[config.mk]
export PLATFORM = sky130hd
export DESIGN_NAME = idli_utx_m
export DESIGN_NICKNAME = d
export VERILOG_FILES = /design/src/rtl/idli_utx_m.sv
export SDC_FILE = /design/constraint.sdc
export NUM_CORES = 1
export LEC_CHECK = 0
export ABC_AREA = 1
export CAP_MARGIN = 20
export CORE_MARGIN = 2
export CORE_UTILIZATION = 40
export DETAILED_ROUTE_END_ITERATION = 7
export SLEW_MARGIN = 20
export SYNTH_ARGS = -nofsm -noshare
export SYNTH_HDL_FRONTEND = slang
export SYNTH_SLANG_ARGS = --single-unit
[constraint.sdc]
create_clock -name i_utx_gck -period 1.95 [get_ports i_utx_gck]
set_input_delay 0.195 -clock i_utx_gck [delete_from_list [all_inputs] [get_ports i_utx_gck]]
set_output_delay 0.195 -clock i_utx_gck [all_outputs]
set_load 0.05 [all_outputs]
[src/rtl/idli_utx_m.sv]
// idli_utx_m: UART transmit stage for idli.
// Words from EX arrive as four 4-bit slices over one sync-counter period.
// They are queued in a small FIFO, and each word is sent as two frames,
// low byte first.
// Optional build macro: IDLI_UTX_PARITY_EN gives 8E1 frames instead of 8N1.
module idli_utx_m #(
    parameter int DEPTH    = 4,
    parameter int BAUD_DIV = 4
) (
    input  logic       i_utx_gck,
    input  logic       i_utx_rst_n,
    input  logic [1:0] i_utx_ctr,
    input  logic       i_utx_vld,
    input  logic [3:0] i_utx_data,
    output logic       o_utx_full,
    output logic       o_utx_empty,
    output logic       o_utx_ovf,
    output logic       o_utx_tx
);

    localparam int PTR_W  = (DEPTH > 1) ? $clog2(DEPTH) : 1;
    localparam int CNT_W  = PTR_W + 1;
    localparam int BAUD_W = (BAUD_DIV > 1) ? $clog2(BAUD_DIV) : 1;

    localparam logic [CNT_W-1:0]  CNT_FULL  = CNT_W'(DEPTH);
    localparam logic [CNT_W-1:0]  CNT_ONE   = CNT_W'(1);
    localparam logic [PTR_W-1:0]  PTR_ONE   = PTR_W'(1);
    localparam logic [BAUD_W-1:0] BAUD_LAST = BAUD_W'(BAUD_DIV - 1);
    localparam logic [BAUD_W-1:0] BAUD_ONE  = BAUD_W'(1);

    typedef enum logic [2:0] {
        ST_IDLE,
        ST_START,
        ST_DATA,
        ST_STOP
`ifdef IDLI_UTX_PARITY_EN
        , ST_PARITY
`endif
    } state_t;

    logic              wr_act;
    logic              ovf_pend;
    logic [11:0]       asm_q;
    logic [15:0]       fifo_mem [DEPTH];
    logic [PTR_W-1:0]  wr_ptr;
    logic [PTR_W-1:0]  rd_ptr;
    logic [CNT_W-1:0]  count;
    logic [CNT_W-1:0]  count_nxt;
    logic              full_q;
    logic              empty_q;

    state_t            state;
    state_t            state_nxt;
    logic [BAUD_W-1:0] baud_q;
    logic [BAUD_W-1:0] baud_nxt;
    logic [2:0]        bit_idx;
    logic [2:0]        bit_nxt;
    logic              byte_sel;
    logic              sel_nxt;

    logic              commit;
    logic              pop;
    logic              baud_last;
    logic [15:0]       head_word;
    logic [7:0]        cur_byte;
    logic              tx_c;

    // The final slice is taken straight from the bus, so the word commits on the edge that ends ctr==3.
    assign commit    = wr_act && (i_utx_ctr == 2'd3);
    assign baud_last = (baud_q == BAUD_LAST);
    assign pop       = (state == ST_STOP) && baud_last && byte_sel;
    assign head_word = fifo_mem[rd_ptr];
    assign cur_byte  = byte_sel ? head_word[15:8] : head_word[7:0];

    // The write decision is made once per period, at ctr==0, and the slices are gathered into the assembly register.
    always_ff @(posedge i_utx_gck or negedge i_utx_rst_n) begin
        if (!i_utx_rst_n) begin
            wr_act   <= 1'b0;
            ovf_pend <= 1'b0;
            asm_q    <= '0;
        end else begin
            unique case (i_utx_ctr)
                2'd0: begin
                    wr_act      <= i_utx_vld && !full_q;
                    ovf_pend    <= i_utx_vld && full_q;
                    asm_q[3:0]  <= i_utx_data;
                end
                2'd1:    asm_q[7:4]  <= i_utx_data;
                2'd2:    asm_q[11:8] <= i_utx_data;
                default: ;
            endcase
        end
    end

    // The FIFO storage has no reset; entries only become visible once they are counted.
    always_ff @(posedge i_utx_gck) begin
        if (commit) begin
            fifo_mem[wr_ptr] <= {i_utx_data, asm_q};
        end
    end

    // Occupancy changes only when exactly one of commit or pop happens.
    always_comb begin
        count_nxt = count;
        if (commit && !pop) begin
            count_nxt = count + CNT_ONE;
        end else if (!commit && pop) begin
            count_nxt = count - CNT_ONE;
        end
    end

    // This block holds the pointers, the count and the registered status flags.
    always_ff @(posedge i_utx_gck or negedge i_utx_rst_n) begin
        if (!i_utx_rst_n) begin
            wr_ptr  <= '0;
            rd_ptr  <= '0;
            count   <= '0;
            full_q  <= 1'b0;
            empty_q <= 1'b1;
        end else begin
            if (commit) begin
                wr_ptr <= wr_ptr + PTR_ONE;
            end
            if (pop) begin
                rd_ptr <= rd_ptr + PTR_ONE;
            end
            count   <= count_nxt;
            full_q  <= (count_nxt == CNT_FULL);
            empty_q <= (count_nxt == '0) && (state_nxt == ST_IDLE);
        end
    end

    // This is the transmitter state register; reset returns the line to idle-high at once.
    always_ff @(posedge i_utx_gck or negedge i_utx_rst_n) begin
        if (!i_utx_rst_n) begin
            state    <= ST_IDLE;
            baud_q   <= '0;
            bit_idx  <= '0;
            byte_sel <= 1'b0;
        end else begin
            state    <= state_nxt;
            baud_q   <= baud_nxt;
            bit_idx  <= bit_nxt;
            byte_sel <= sel_nxt;
        end
    end

    // Frame sequencing: each state is held for BAUD_DIV cycles, and the two bytes of a word are sent back to back.
    always_comb begin
        state_nxt = state;
        baud_nxt  = baud_q;
        bit_nxt   = bit_idx;
        sel_nxt   = byte_sel;
        tx_c      = 1'b1;
        unique case (state)
            ST_IDLE: begin
                tx_c = 1'b1;
                if (count != '0) begin
                    state_nxt = ST_START;
                    sel_nxt   = 1'b0;
                    baud_nxt  = '0;
                end
            end
            ST_START: begin
                tx_c = 1'b0;
                if (baud_last) begin
                    state_nxt = ST_DATA;
                    bit_nxt   = '0;
                    baud_nxt  = '0;
                end else begin
                    baud_nxt = baud_q + BAUD_ONE;
                end
            end
            ST_DATA: begin
                tx_c = cur_byte[bit_idx];
                if (baud_last) begin
                    baud_nxt = '0;
                    if (bit_idx == 3'd7) begin
`ifdef IDLI_UTX_PARITY_EN
                        state_nxt = ST_PARITY;
`else
                        state_nxt = ST_STOP;
`endif
                    end else begin
                        bit_nxt = bit_idx + 3'd1;
                    end
                end else begin
                    baud_nxt = baud_q + BAUD_ONE;
                end
            end
`ifdef IDLI_UTX_PARITY_EN
            ST_PARITY: begin
                tx_c = ^cur_byte;
                if (baud_last) begin
                    state_nxt = ST_STOP;
                    baud_nxt  = '0;
                end else begin
                    baud_nxt = baud_q + BAUD_ONE;
                end
            end
`endif
            ST_STOP: begin
                tx_c = 1'b1;
                if (baud_last) begin
                    baud_nxt = '0;
                    if (!byte_sel) begin
                        state_nxt = ST_START;
                        sel_nxt   = 1'b1;
                    end else if (count_nxt != '0) begin
                        state_nxt = ST_START;
                        sel_nxt   = 1'b0;
                    end else begin
                        state_nxt = ST_IDLE;
                        sel_nxt   = 1'b0;
                    end
                end else begin
                    baud_nxt = baud_q + BAUD_ONE;
                end
            end
            default: begin
                state_nxt = ST_IDLE;
            end
        endcase
    end

    assign o_utx_tx    = tx_c;
    assign o_utx_full  = full_q;
    assign o_utx_empty = empty_q;
    assign o_utx_ovf   = ovf_pend && (i_utx_ctr == 2'd3);

endmodule
# == Word level (Yosys, flattened, before mapping) ==
# Memories as Yosys holds them, arrays and structs flattened.
# Index checks and enable logic that the tools add are counted.
# totals
regBits,32
mem_bits_rw,64
inputBits,9
output_inout_bits,4
elab_cells,88
memories,1
# memory_table
memory,depth,width,read_ports,rd_ports_with_merged_regs,write_ports,line,text
fifo_mem,4,16,1,0,1,44,logic [15:0] fifo_mem [DEPTH];
# classes
n_addsub,6
order_cmp,1
eq_ne,14
muxes,27
reduce_logical,25
# ops
op,count
3-bit 2-to-1 mux,10
3-bit one-hot mux with 4 select lines,1
2-bit inequality test (second input constant),5
1-bit logical AND,9
3-bit logical NOT,3
1-bit 2-to-1 mux,8
8-bit 2-to-1 mux,1
2-bit by 1-bit adder with 2-bit output (second input constant),3
3-bit by 1-bit adder with 3-bit output (second input constant),2
2-bit == test (second input constant),3
3-bit by 2-bit == test with 1-bit output (second input constant),2
3-bit == test (second input constant),2
3-bit one-hot mux with 2 select lines,1
2-bit nonzero test,3
3-bit nonzero test,2
3-bit by 4-bit less-than comparator with 1-bit output (second input constant),1
2-bit 2-to-1 mux,2
1-bit one-hot mux with 2 select lines,2
2-bit one-hot mux with 2 select lines,1
4-bit AND reduction,1
1-bit binary-select mux with 3-bit select,1
3-bit by 1-bit == test with 1-bit output (second input constant),1
1-bit logical NOT,3
3-bit AND reduction,1
5 further kinds,5

# == Longest topological paths before layout ==
# Gate-level depths: netlist of the first run.
# depth
depth_word,13
ltp_mapped,13
mapped_depth_nobuf,13

# == Least setup slack after synthesis of the first run ==
# No wires, ideal clock.
# synth_path
path_kind,register to output
from,register rd_ptr[0]
to,output o_utx_tx
arrival_time_ps,1627
slack_ps,128
stages_incl_launch_ff,14
path_buffers,2
path_cell_list,dfrtp_1 > buf_2 > inv_1 > buf_2 > nand2_1 > nand3_1 > nand3_1 > nand2_1 > nand2_1 > nand3_1 > nand3_1 > nand2_1 > nand2_1 > nand2_1
# synth_between
elab_chain_len,5
# synth_rtl
item,line,text
start: declaration,46,logic [PTR_W-1:0] rd_ptr;
start signal: assignment,125,rd_ptr <= rd_ptr + PTR_ONE;
memory 4 x 16 bit,--,
8-bit 2-to-1 mux,73,assign cur_byte = byte_sel ? head_word[15:8] : head_word[7:0];
1-bit binary-select mux with 3-bit select,175,tx_c = cur_byte[bit_idx];
1-bit 2-to-1 mux (implied by the code),175,
1-bit one-hot mux with 2 select lines,155,unique case (state)
end: declaration,18,output logic o_utx_tx
# No other way between the ends. The select of a mux whose other input is x is not followed.

# == Worst setup path after layout of the first run ==
# Same ends and word-level chain as after synthesis.

==> results.txt, run 1 <==
The logs give 4.82 mW for the overall power of the completed layout and 9 for the number of buffers created by CTS. In this run the vertical extent of the chip is 106 um. STA puts the critical path data required time at 1.75 ns. Of the total synthesized cell area, the portion taken by AND, OR, NAND and NOR gates is 22.6%.

For the reported leakage power, the log shows 2.08 nW. STA classifies the critical path startpoint as a flip-flop. In the synthesized netlist the dominant register cell turns out to be sky130_fd_sc_hd__edfxtp_1.

The combinational family with the most area after synthesis was simple AND/OR/NAND/NOR gates. The capturing element type of the critical path was a primary output. The flow ran to the end, but the final reports show violations. Of all nets on the critical path, the largest fanout is 8. The area growth from synthesis to layout is 24.2%. The xor/xnor share of the synthesized area came out at 0.843%. The synthesized design contains 96 register bits. The met3 track demand over resource in global routing is 3.31%, and the number of flops mapped to enable cells by yosys is 64. Yosys attributes the largest share of cell area to sky130_fd_sc_hd__edfxtp_1 46%, sky130_fd_sc_hd__dfrtp_1 19%, sky130_fd_sc_hd__nand2_1 9.3%. The detail route stage leaves a number of antenna-violating nets equal to 0. Before antenna repair, the detailed router went through 4 iterations. The die is 106 um wide. Net count of the mapped netlist: 409.

The post-detailed-route DRC marker count is 0. The global routing stage identified its most utilized layer as met2. The run gives 390 as the post-synthesis cell count. CTS built an H-tree with a depth of 3. The logs give 0 for the final-report hold violation count and 0.000411 V for the peak ir drop on the vdd network. Yosys printed 0 warnings. In this run the standard cell core region covers 10200 um^2. The post-synthesis instance area is 4160 um^2, and the number of setup violations in the final report is 1.

At the end of the flow, the number of nets in the layout was 439. Once the clock tree was built, the setup fixing pass inserted 0 buffers. The count of filler cells inserted in the layout is 905. The via count of the routed design was 2775; the adder and majority gate portion of the synthesized area was 3.01%. 0 antenna diodes ended up in the layout.

The overall routing resource usage came out at 15.7%. Switching power total: 1.34 mW. At the worst endpoint, the arrival time is 1.97 ns.

The global-route wire length before repair was 13300 um. CTS saw 96 sinks. Share of async-settable or async-resettable flops after synthesis: 33.3%. The most common cell in the synthesized netlist is sky130_fd_sc_hd__nand2_1. The number of pins exceeding their max-slew limit in the final report is 0. The cell chosen for the clock root was sky130_fd_sc_hd__clkbuf_8. The internal portion of the total power is 3.48 mW. The post-layout minimum cycle time works out to 2.17 ns.

Leaving out filler cells and counting taps, the final layout contains 561. The tools report the largest net degree at the start of global routing as 33. The clock skew after layout is 0.0131 ns, and the post-detailed-routing wire length is 8570 um. The initial antenna violation count was 0. Clock latency on the worst-skew pair, taken at its later pin, is 0.36 ns.

The worst setup slack after layout is -0.220 ns. The number of DRC markers after the initial detailed-route iteration is 141, and the final period utilization is 111%. Cells fill 50.7% of the core in the end. The worst-case clock buffer depth is 2.

Yosys mapped the design onto 33 distinct sky130hd cell types. The checks that failed: negative setup slack. Across all hold checks on the routed design, the worst slack comes to 0.232 ns. Clock-pin slew was measured on the worst setup and hold paths at 0.10 ns.

The per-cell via count in the routed design is 4.95. The number of instances in the placed design came out at 541. Buffers inserted to repair hold after CTS numbered 0.

For met1 alone, demand over resource in global routing was 21.1%. Clock network fraction of design power: 30.1%. Setup repair after global routing could not meet its margin everywhere. Measured against the total synthesized area, the mux share comes to 0%. The congestion estimate from routability-driven global placement came to 0.757. The floorplan step defined a die boundary enclosing 11200 um^2. The path class of the tightest hold or removal check is primary input to async pin.

The count of port buffers added during placement works out to 12. At the pin with the least slew margin, the transition time is 0.500 ns. Timing would allow up to 0.461 GHz. The power density of the placed cells came out at 933 nW/um^2. In the final routed layout, each cell accounts on average for 15.3 um.

The logs give 2659 for the number of global-route vias before repair and 65.6% for the portion of the post-synthesis area used by sequential elements. In the final layout, the share of cells above drive strength 1 is 28.2%. For this design the top-level I/O count stands at 13. The fraction of synthesized cell area taken by the top area cell type was 46.3%. Net switching is 27.8% of the power. The tools report the placed wire-length estimate as 5420 um. The combinational share of power is 16.7%.

By count the netlist is led by 103 x sky130_fd_sc_hd__nand2_1, 68 x sky130_fd_sc_hd__nand3_1, 64 x sky130_fd_sc_hd__edfxtp_1. Global routing used 25.6% of the available met2 tracks. Of all cell types, the one taking the most synthesized area is sky130_fd_sc_hd__edfxtp_1. The starting utilization of the core area is 40.8%. Row generation in the floorplan step produced 37 rows. The total of max-cap violations was 0.

TritonCTS built the clock tree. The worst setup path is of the flip-flop to primary output kind. In this run, flip-flops and latches consume 53.2% of the power. Dividing the synthesized area by the synthesized cell count gives 10.7 um^2. Summed over all layers, the global routing overflow is 0. The synthesized-area fraction occupied by ao, oa, aoi and oai cells was 3.70%.

Measured against its own limit, the worst slew margin works out to 66.6%.
## through the flow
stage	worst slack (ns)	setup TNS, ns	cell area, um^2
3_3_place_gp	0.165	0	4580
2_1_floorplan	0.128	0	4160
4_1_cts	-0.209	-0.209	4840
5_1_grt	-0.333	-0.333	5160
3_5_place_dp	0.113	0	4580
6_report	-0.220	-0.220	5160
## worst paths after layout
check / start / end / slack, ns / cells after the start
worst max-delay path: rd_ptr[0]$_DFFE_PN0P_ / o_utx_tx / -0.22 / 13
worst min-delay path: i_utx_rst_n / baud_q[1]$_DFFE_PN0P_ / 0.23 / 2
worst max register to register: baud_q[0]$_DFFE_PN0P_ / o_utx_empty$_DFF_PN1_ / 0.26 / 12
worst min register to register: baud_q[0]$_DFFE_PN0P_ / baud_q[0]$_DFFE_PN0P_ / 0.51 / 1
max in group asynchronous: i_utx_rst_n / rd_ptr[0]$_DFFE_PN0P_ / 1.39 / 2
min in group i_utx_gck: i_utx_vld / wr_act$_DFFE_PN0N_ / 0.45 / 3
## state kept, by name, summed over array words and instances, names as in the netlist, 2 cells and up
| signal | count |
|---|---|
| asm_q | 12 |
| baud_q | 2 |
| wr_ptr | 2 |
| rd_ptr | 2 |
| fifo_mem | 64 |
| state | 3 |
| bit_idx | 3 |
| count | 3 |
## placed cells by master, fill, tap and decap left out, drive strengths merged, types with 2 or more instances in the layout
| master | n |
|---|---|
| nand2 | 110 |
| nand3 | 70 |
| edfxtp | 64 |
| dfrtp | 31 |
| inv | 30 |
| o21ai | 20 |
| nor2 | 19 |
| buf | 19 |
| clkbuf | 13 |
| ha | 10 |
| clkdlybuf4s50 | 10 |
| a21oi | 7 |
| clkinv | 4 |
| xor2 | 3 |
| nor3 | 3 |
| nand3b | 3 |
| bufinv | 2 |
## critical path, cell delays in order, from the launching register on
cell                        delay [ns]
sky130_fd_sc_hd__dfrtp_2          0.43
sky130_fd_sc_hd__clkinv_4         0.13
sky130_fd_sc_hd__clkbuf_16        0.19
sky130_fd_sc_hd__nand2_2          0.07
sky130_fd_sc_hd__nand3_2          0.07
sky130_fd_sc_hd__nand3_1          0.10
sky130_fd_sc_hd__nand2_2          0.09
sky130_fd_sc_hd__nand2_2          0.07
sky130_fd_sc_hd__nand3_2          0.07
sky130_fd_sc_hd__nand3_2          0.06
sky130_fd_sc_hd__nand2_1          0.05
sky130_fd_sc_hd__nand2_1          0.07
sky130_fd_sc_hd__nand2_2          0.07
sky130_fd_sc_hd__buf_12           0.15
## power by group through the flow
stage	clock network (mW)	logic [mW]	registers, mW
global route	1.55	0.904	2.60
finish	1.45	0.803	2.56
global placement	0	0.765	2.60
floorplan	0	0.495	2.61
detailed placement	0	0.787	2.60
CTS	1.48	0.793	2.56
## timing repair
action                     in CTS  in global routing
hold endpoints to repair        0                  0
gates resized for setup         4                 66
pin swaps                       0                 25
setup endpoints to repair       1                  1
cloned                          1                  3
## area by class of cell
class                           instances  area, um^2  area share [%]
Clock inverter                          6        91.3            1.77
Clock buffer                           10         138            2.67
Multi-Input combinational cell        250        1490            28.9
Sequential cell                        96        2730            52.8
Inverter                               31         125            2.42
Timing Repair Buffer                   32         420            8.14
Tap cell                              136         170            3.30
## layer usage
| metal | share of wire [%] | up-vias |
|---|---|---|
| met5 | 0 | - |
| li1 | - | 1383 |
| met3 | 4.5 | 7 |
| met1 | 43 | 1333 |
| met2 | 51 | 52 |
| met4 | 1.4 | 0 |
## cells by family after synthesis
family | Yosys count
XOR/XNOR | 4
other | 1
buffers and inverters | 44
AO/OA/AOI/OAI | 29
adder cells (fa/ha/maj) | 10
flip-flops | 96
AND/OR/NAND/NOR | 206
(Power assumes the default switching activity.)
==> inputs of run 2 (changes only) <==
Settings changed: PLACE_DENSITY set to 0.63.
==> run 2 against run 1 <==
The flow still finishes with violations (negative setup slack); flip-flop and latch count did not move; maximum frequency rose by 0.46%; first-iteration DRC count fell by 2.1%; hold slack got worse by 0.0075 ns; utilization fell by 1.4 points; largest cell class unchanged.
==> results.txt, run 2 (synthesized netlist as in run 1, its figures left out) <==
The tools report the final-report hold violation count as 0 (unchanged). The layout net count is 436 (was 439), and the largest stage delay on the critical path is 0.46 ns (was 0.43 ns). The number of setup buffers added after CTS was 0 (unchanged). Violations in the final reports: negative setup slack (unchanged).

Largest regs: fifo_mem x64, asm_q x12 (unchanged). The combinational share of power is 17.5% (was 16.7%), and the die span in x is 106 um (unchanged). The count of port buffers added during placement came out at 12 (unchanged). The leading cell type in the layout, fill and taps excluded was sky130_fd_sc_hd__nand2_1 (unchanged). Utilization after layout: 49.3% (was 50.7%). Highest-count cells in the layout ignoring fill and taps: 83 x sky130_fd_sc_hd__nand2_1, 64 x sky130_fd_sc_hd__edfxtp_1, 42 x sky130_fd_sc_hd__nand3_1 (was 73 x sky130_fd_sc_hd__nand2_1, 64 x sky130_fd_sc_hd__edfxtp_1, 38 x sky130_fd_sc_hd__nand3_1). The run gives 25.8% (was 30.1%) as the clock network fraction of design power. The clock edge transition at the registers on the reported setup and hold paths was 0.10 ns (about the same); the peak clock frequency supported by timing was 0.463 GHz (was 0.461 GHz). The y dimension of the die came out at 106 um (unchanged).

The run gives 1.75 ns (about the same) as the data required time at the worst endpoint. The ratio of cells with drive above 1 in the final layout works out to 24.2% (was 28.2%). Setup repair after global routing could not meet its margin everywhere. The run gives 2 (unchanged) as the worst-case clock buffer depth. Global-route wire length before repair: 13700 um (was 13300 um).

The largest fanout of any net on the critical path was 8 (unchanged). The run gives 40.8% (unchanged) as the starting utilization of the core area. Chain of cells forming the critical path: clkinv_4, clkbuf_16, nand2_1, nand3_1, nand3_1, nand2_1, nand2_1, nand3_1, nand3_1, nand2_1, nand2_1, nand2_2, buf_12 (was clkinv_4, clkbuf_16, nand2_2, nand3_2, nand3_1, nand2_2, nand2_2, nand3_2, nand3_2, nand2_1, nand2_1, nand2_2, buf_12). For the number of setup violations in the final report, the log shows 1 (unchanged). TritonCTS built the clock tree.

The count of pins on the block boundary is 13 (unchanged). The most used cell along the critical path is sky130_fd_sc_hd__nand2_1 (was sky130_fd_sc_hd__nand2_2). The number of instances in the placed design came out at 539 (was 541). The cell-internal power was 3.18 mW (was 3.48 mW). The run gives 10200 um^2 (unchanged) as the core box area.

The count of filler cells inserted in the layout was 925 (was 905); the number of buffers created by CTS was 9 (unchanged). For the initial antenna violation count, the log shows 0 (unchanged). The cell chosen for the clock root was sky130_fd_sc_hd__clkbuf_8 (unchanged). The path type of the worst min-delay path was primary input to async pin (unchanged). The worst slack after detailed placement came out at 0.126 ns (was 0.113 ns).

The post-layout minimum cycle time is 2.16 ns (was 2.17 ns), and the final period utilization is 111% (about the same). The relative area change from synthesis to final layout was 20.9% (was 24.2%); the insertion delay to the later sink of the worst-skew pair was 0.36 ns (about the same). Worst endpoint data arrival time: 1.97 ns (about the same). The post-detailed-routing wire length came out at 8570 um (about the same). The number of pins exceeding their max-slew limit in the final report is 0 (unchanged).

The tools report the startpoint type of the worst setup path as a flip-flop (unchanged). The logs give 1.35 mW (was 1.34 mW) for the switching power total and 0 (unchanged) for the post-detailed-route DRC marker count. The logs give 2760 (was 2659) for the number of global-route vias before repair and 33 (unchanged) for the largest net degree at the start of global routing. The count of placed standard cells in the final layout, fillers left out came out at 558 (was 561). Final global-route overflow total: 0 (unchanged). The CTS sink count came out at 96 (unchanged). Register with the highest flop count: fifo_mem (unchanged).

The final non-filler cell area is 5020 um^2 (was 5160 um^2), and the routed wire length per instance is 15.4 um (was 15.3 um). The reported leakage power was 2.01 nW (was 2.08 nW); the total number of H-tree levels was 3 (unchanged). The count of antenna-violating nets left after detailed routing was 0 (unchanged); the share of total power consumed by net switching was 29.8% (was 27.8%). The overall routing resource usage came out at 15.9% (was 15.7%). For the placed wire-length estimate, the log shows 5270 um (was 5420 um). The number of DRC markers after the initial detailed-route iteration came out at 138 (was 141). Via count of the routed design: 2787 (was 2775). Per-cell via count in the routed design: 4.99 (was 4.95).

The placer's final routability congestion estimate was 0.710 (was 0.757); the worst setup slack after layout was -0.210 ns (was -0.220 ns). Count of hold-fix buffers inserted at cts: 0 (unchanged). The number of flip-flops under the largest register name was 64 (unchanged).

The clock skew after layout is 0.0145 ns (was 0.0131 ns), and the post-placement cell area is 4580 um^2 (about the same). The logs give 0 (unchanged) for the number of antenna repair diodes and 11200 um^2 (unchanged) for the die area. The overall power of the completed layout is 4.52 mW (was 4.82 mW). The total of max-cap violations is 0 (unchanged). The row count is 37 (unchanged), and the sequential cell fraction of total power is 56.7% (was 53.2%). The run gives 4 (unchanged) as the number of iterations in the first detailed-routing pass. The capturing element type of the critical path was a primary output (unchanged). The run finished, with violations left. The highest-delay cell along the critical path is sky130_fd_sc_hd__dfrtp_2 (unchanged). The run gives 0.000428 V (was 0.000411 V) as the peak ir drop on the vdd network. The class of the most critical setup path is flip-flop to primary output (unchanged). The power density of the placed cells works out to 900 nW/um^2 (was 933 nW/um^2).
run 2: final cells by class:
class,count,area (um^2),area share [%]
clock buffer,9,124,2.47
clock inverter,7,47.5,0.946
inverter,31,125,2.49
multi-input combinational,250,1440,28.6
sequential,96,2730,54.2
tap,136,170,3.39
timing repair buffer,29,395,7.87
run 2: per-layer routing:
metal	vias to the layer above	GRT usage (%)	share of wire (%)
met5	-	0	0
met4	0	5.08	1.4
met3	12	4.29	3.9
met2	46	26.8	51
met1	1360	19.9	44
li1	1369	-	-
run 2: critical path, delay by kind of cell (launching register included):
family | cells | cell delay [ns]
buffers and inverters | 3 | 0.42
DFF | 1 | 0.46
and+or+nand+nor | 10 | 0.70
run 2: power groups by stage:
stage	logic (mW)	registers, mW	clock network, mW
4_1_cts	0.789	2.56	1.19
2_1_floorplan	0.495	2.61	0
5_1_grt	0.897	2.60	1.27
6_report	0.791	2.57	1.17
3_5_place_dp	0.783	2.61	0
3_3_place_gp	0.761	2.60	0
run 2: stage by stage:
stage | hold slack (ns) | TNS (ns)
CTS | 0.247 | -0.223
floorplan | -0.101 | 0
detailed placement | 0.508 | 0
finish | 0.224 | -0.210
global route | 0.254 | -0.353
global placement | 0.478 | 0
run 2: repair_timing:
action,in CTS,in global routing
pin swaps,3,22
gates cloned,2,1
setup endpoints to repair,1,2
gates resized for setup,7,50
run 2: worst paths after layout:
kind | from | to | slack (ns) | cells past startpoint
min | i_utx_rst_n | baud_q[1]$_DFFE_PN0P_ | 0.22 | 2
max | rd_ptr[0]$_DFFE_PN0P_ | o_utx_tx | -0.21 | 13
min in group i_utx_gck | i_utx_vld | wr_act$_DFFE_PN0N_ | 0.43 | 3
max reg2reg | byte_sel$_DFFE_PN0P_ | o_utx_empty$_DFF_PN1_ | 0.29 | 11
min reg2reg | baud_q[0]$_DFFE_PN0P_ | baud_q[0]$_DFFE_PN0P_ | 0.51 | 1
max in group asynchronous | i_utx_rst_n | o_utx_empty$_DFF_PN1_ | 1.39 | 2
==> inputs of run 3 (changes only) <==
Settings changed: CORE_ASPECT_RATIO set to 0.75.
==> run 3 against run 2 <==
The run still ends with negative setup slack left; routed wire length up 8.6%; non-clock buffer count up 3; worst setup slack better by 0.012 ns; final cell count up 0.54%; clock skew down 0.011 ns; clock power up 33%; cell area up 3.7%; power up 9.1%; combinational power up 2%; first-iteration DRC count up 140%; critical path depth unchanged; global-route usage up 1.3 points.
==> results.txt, run 3 (synthesized netlist as in run 1, its figures left out) <==
The run finished, with violations left. Violations in the final reports: negative setup slack (unchanged). The reported leakage power was 2.08 nW (was 2.01 nW).

The number of flip-flops under the largest register name is 64 (unchanged), and the relative area change from synthesis to final layout is 25.4% (was 20.9%). The run gives 31.7% (was 25.8%) as the clock network fraction of design power. The y dimension of the die works out to 92.3 um (was 106 um).

Overall routing resource usage: 17.2% (was 15.9%). The die span in x was 122 um (was 106 um). The worst hold-check slack came out at 0.267 ns (was 0.224 ns). The cell-internal power came out at 3.59 mW (was 3.18 mW). The tools report the count of hold-fix buffers inserted at cts as 0 (unchanged). The number of buffers created by CTS was 9 (unchanged).

Share of total power consumed by net switching: 27.3% (was 29.8%). The tools report the row count as 32 (was 37). Peak clock frequency supported by timing: 0.466 GHz (was 0.463 GHz). The post-layout minimum cycle time is 2.15 ns (was 2.16 ns). The startpoint type of the worst setup path was a flip-flop (unchanged). The data required time at the worst endpoint was 1.75 ns (about the same); the worst setup slack after layout was -0.198 ns (was -0.210 ns). The final-report hold violation count is 0 (unchanged), and the layout net count is 439 (was 436). The transition time at the pin with the least slew margin works out to 0.514 ns.

The worst-case clock buffer depth is 2 (unchanged), and the clock edge transition at the registers on the reported setup and hold paths is 0.06 ns (was 0.10 ns). The ratio of cells with drive above 1 in the final layout was 27.3% (was 24.2%); the final global-route overflow total was 0 (unchanged). The leading cell type in the layout, fill and taps excluded is sky130_fd_sc_hd__nand2_1 (unchanged).

The logs give 0.847 (was 0.710) for the placer's final routability congestion estimate and 0 (unchanged) for the post-detailed-route DRC marker count. The power density of the placed cells is 947 nW/um^2 (was 900 nW/um^2), and the post-placement cell area is 4600 um^2 (was 4580 um^2). Largest regs: fifo_mem x64, asm_q x12 (unchanged). Highest-count cells in the layout ignoring fill and taps: 75 x sky130_fd_sc_hd__nand2_1, 64 x sky130_fd_sc_hd__edfxtp_1, 36 x sky130_fd_sc_hd__nand3_2 (was 83 x sky130_fd_sc_hd__nand2_1, 64 x sky130_fd_sc_hd__edfxtp_1, 42 x sky130_fd_sc_hd__nand3_1). The run gives 11200 um^2 (about the same) as the die area.

The starting utilization of the core area is 40.7% (was 40.8%), and the count of port buffers added during placement is 12 (unchanged). The tools report the start point of the critical path as rd_ptr[0]$_DFFE_PN0P_ (unchanged). Setup repair after global routing could not meet its margin everywhere. The tools report the number of antenna repair diodes as 0 (unchanged). The largest net degree at the start of global routing was 33 (unchanged).

Number of DRC markers after the initial detailed-route iteration: 326 (was 138). Class of the most critical setup path: flip-flop to primary output (unchanged). For the count of pins on the block boundary, the log shows 13 (unchanged). The cell chosen for the clock root is sky130_fd_sc_hd__clkbuf_16 (was sky130_fd_sc_hd__clkbuf_8). The worst endpoint data arrival time came out at 1.95 ns (was 1.97 ns). For the CTS sink count, the log shows 96 (unchanged).

For the global-route wire length before repair, the log shows 14300 um (was 13700 um). The start of the worst register-to-register path is count[0]$_DFF_PN0_ (was byte_sel$_DFFE_PN0P_). The logs give 4.94 mW (was 4.52 mW) for the overall power of the completed layout and 3 (unchanged) for the total number of H-tree levels.

For the insertion delay to the later sink of the worst-skew pair, the log shows 0.34 ns (was 0.36 ns). The run gives 1 (unchanged) as the number of setup violations in the final report. The number of global-route vias before repair is 2818 (was 2760), and the worst slew margin relative to its limit is 65.4%. The tools report the number of iterations in the first detailed-routing pass as 4 (unchanged). The routed wire length per instance came out at 16.6 um (was 15.4 um). Capturing element type of the critical path: a primary output (unchanged).

Path type of the worst min-delay path: primary input to async pin (unchanged). The total of max-cap violations came out at 0 (unchanged). The final period utilization is 110% (was 111%), and the per-cell via count in the routed design is 5.09 (was 4.99).

The post-detailed-routing wire length is 9300 um (was 8570 um). The run gives 5670 um (was 5270 um) as the placed wire-length estimate. The sequential cell fraction of total power is 51.9% (was 56.7%). The switching power total was 1.35 mW (about the same).

TritonCTS built the clock tree. The worst slack after detailed placement was 0.138 ns (was 0.126 ns); the initial antenna violation count was 0 (unchanged). The number of pins exceeding their max-slew limit in the final report was 0 (unchanged); the via count of the routed design was 2857 (was 2787). The register with the highest flop count is fifo_mem (unchanged). Combinational share of power: 16.4% (was 17.5%). The core box area came out at 10200 um^2 (about the same).

The largest fanout of any net on the critical path works out to 8 (unchanged). The clock skew after layout is 0.00392 ns (was 0.0145 ns), and the count of antenna-violating nets left after detailed routing is 0 (unchanged). The logs give 0.000492 V (was 0.000428 V) for the peak ir drop on the vdd network and 5210 um^2 (was 5020 um^2) for the final non-filler cell area.
==> run 3: changes by cell type in the layout (fill, tap and decap cells not counted), moves of 2 or more <==
cell / delta
sky130_fd_sc_hd__clkinv_4: -2
sky130_fd_sc_hd__nand2_2: +5
sky130_fd_sc_hd__clkbuf_1: +6
sky130_fd_sc_hd__nand2_1: -8
sky130_fd_sc_hd__clkbuf_8: -9
sky130_fd_sc_hd__nand2_4: +3
sky130_fd_sc_hd__clkbuf_16: +11
sky130_fd_sc_hd__buf_4: +2
sky130_fd_sc_hd__nand3_2: +9
sky130_fd_sc_hd__clkinvlp_4: -2
sky130_fd_sc_hd__buf_16: -2
sky130_fd_sc_hd__nand3_1: -9
==> run 3: per-stage QoR <==
step	TNS, ns	utilization (%)	instances
final	-0.198	51.1	561
after CTS	-0.126	47.6	558
after detailed placement	0	45.0	542
after global placement	0	45.0	542
after floorplan	0	-	390
after global routing	-0.296	51.1	561
==> run 3: layout make-up <==
type,count,area (um^2)
multi-input cells,250,1520
repair buffers,32,425
clock inverters,1,5.00
flip-flops and latches,96,2730
fillers,887,5000
inverters,31,121
well taps,136,170
clock buffers,15,248
==> run 3: critical path, stage by stage, from the launching register on <==
cell                        delay [ns]
sky130_fd_sc_hd__dfrtp_2          0.45
sky130_fd_sc_hd__clkinv_4         0.12
sky130_fd_sc_hd__clkbuf_16        0.18
sky130_fd_sc_hd__nand2_2          0.05
sky130_fd_sc_hd__nand3_2          0.06
sky130_fd_sc_hd__nand3_2          0.07
sky130_fd_sc_hd__nand2_2          0.09
sky130_fd_sc_hd__nand2_2          0.05
sky130_fd_sc_hd__nand3_2          0.07
sky130_fd_sc_hd__nand3_1          0.07
sky130_fd_sc_hd__nand2_1          0.09
sky130_fd_sc_hd__nand2_2          0.06
sky130_fd_sc_hd__nand2_2          0.11
sky130_fd_sc_hd__buf_12           0.14
==> run 3: final timing paths <==
kind,cells past startpoint,slack (ns),endpoint
setup / recovery,13,-0.20,o_utx_tx
hold / removal,2,0.27,baud_q[0]$_DFFE_PN0P_
setup reg to reg,7,0.23,byte_sel$_DFFE_PN0P_
hold reg to reg,1,0.50,baud_q[0]$_DFFE_PN0P_
max in group asynchronous,2,1.34,o_utx_empty$_DFF_PN1_
min in group i_utx_gck,3,0.44,wr_act$_DFFE_PN0N_
==> run 3: what timing repair did <==
action / CTS / global route
gates cloned: 0 / 3
setup buffers: 0 / 0
endpoints found under the setup margin: 1 / 1
pin swaps: 0 / 23
resized for setup: 5 / 70
==> run 3: power by group through the flow <==
stage	clock [mW]	sequential [mW]	combinational (mW)
after floorplan	0	2.61	0.495
after global placement	0	2.59	0.770
after detailed placement	0	2.60	0.794
after CTS	1.59	2.56	0.800
after global routing	1.68	2.59	0.921
final	1.56	2.56	0.810
==> run 3: per-layer routing <==
metal,track usage (%),share of wire [%],vias to the layer above
li1,-,-,1379
met1,24.3,47,1388
met2,25.1,46,78
met3,5.60,5.9,12
met4,5.36,1.2,0
met5,0,0,-
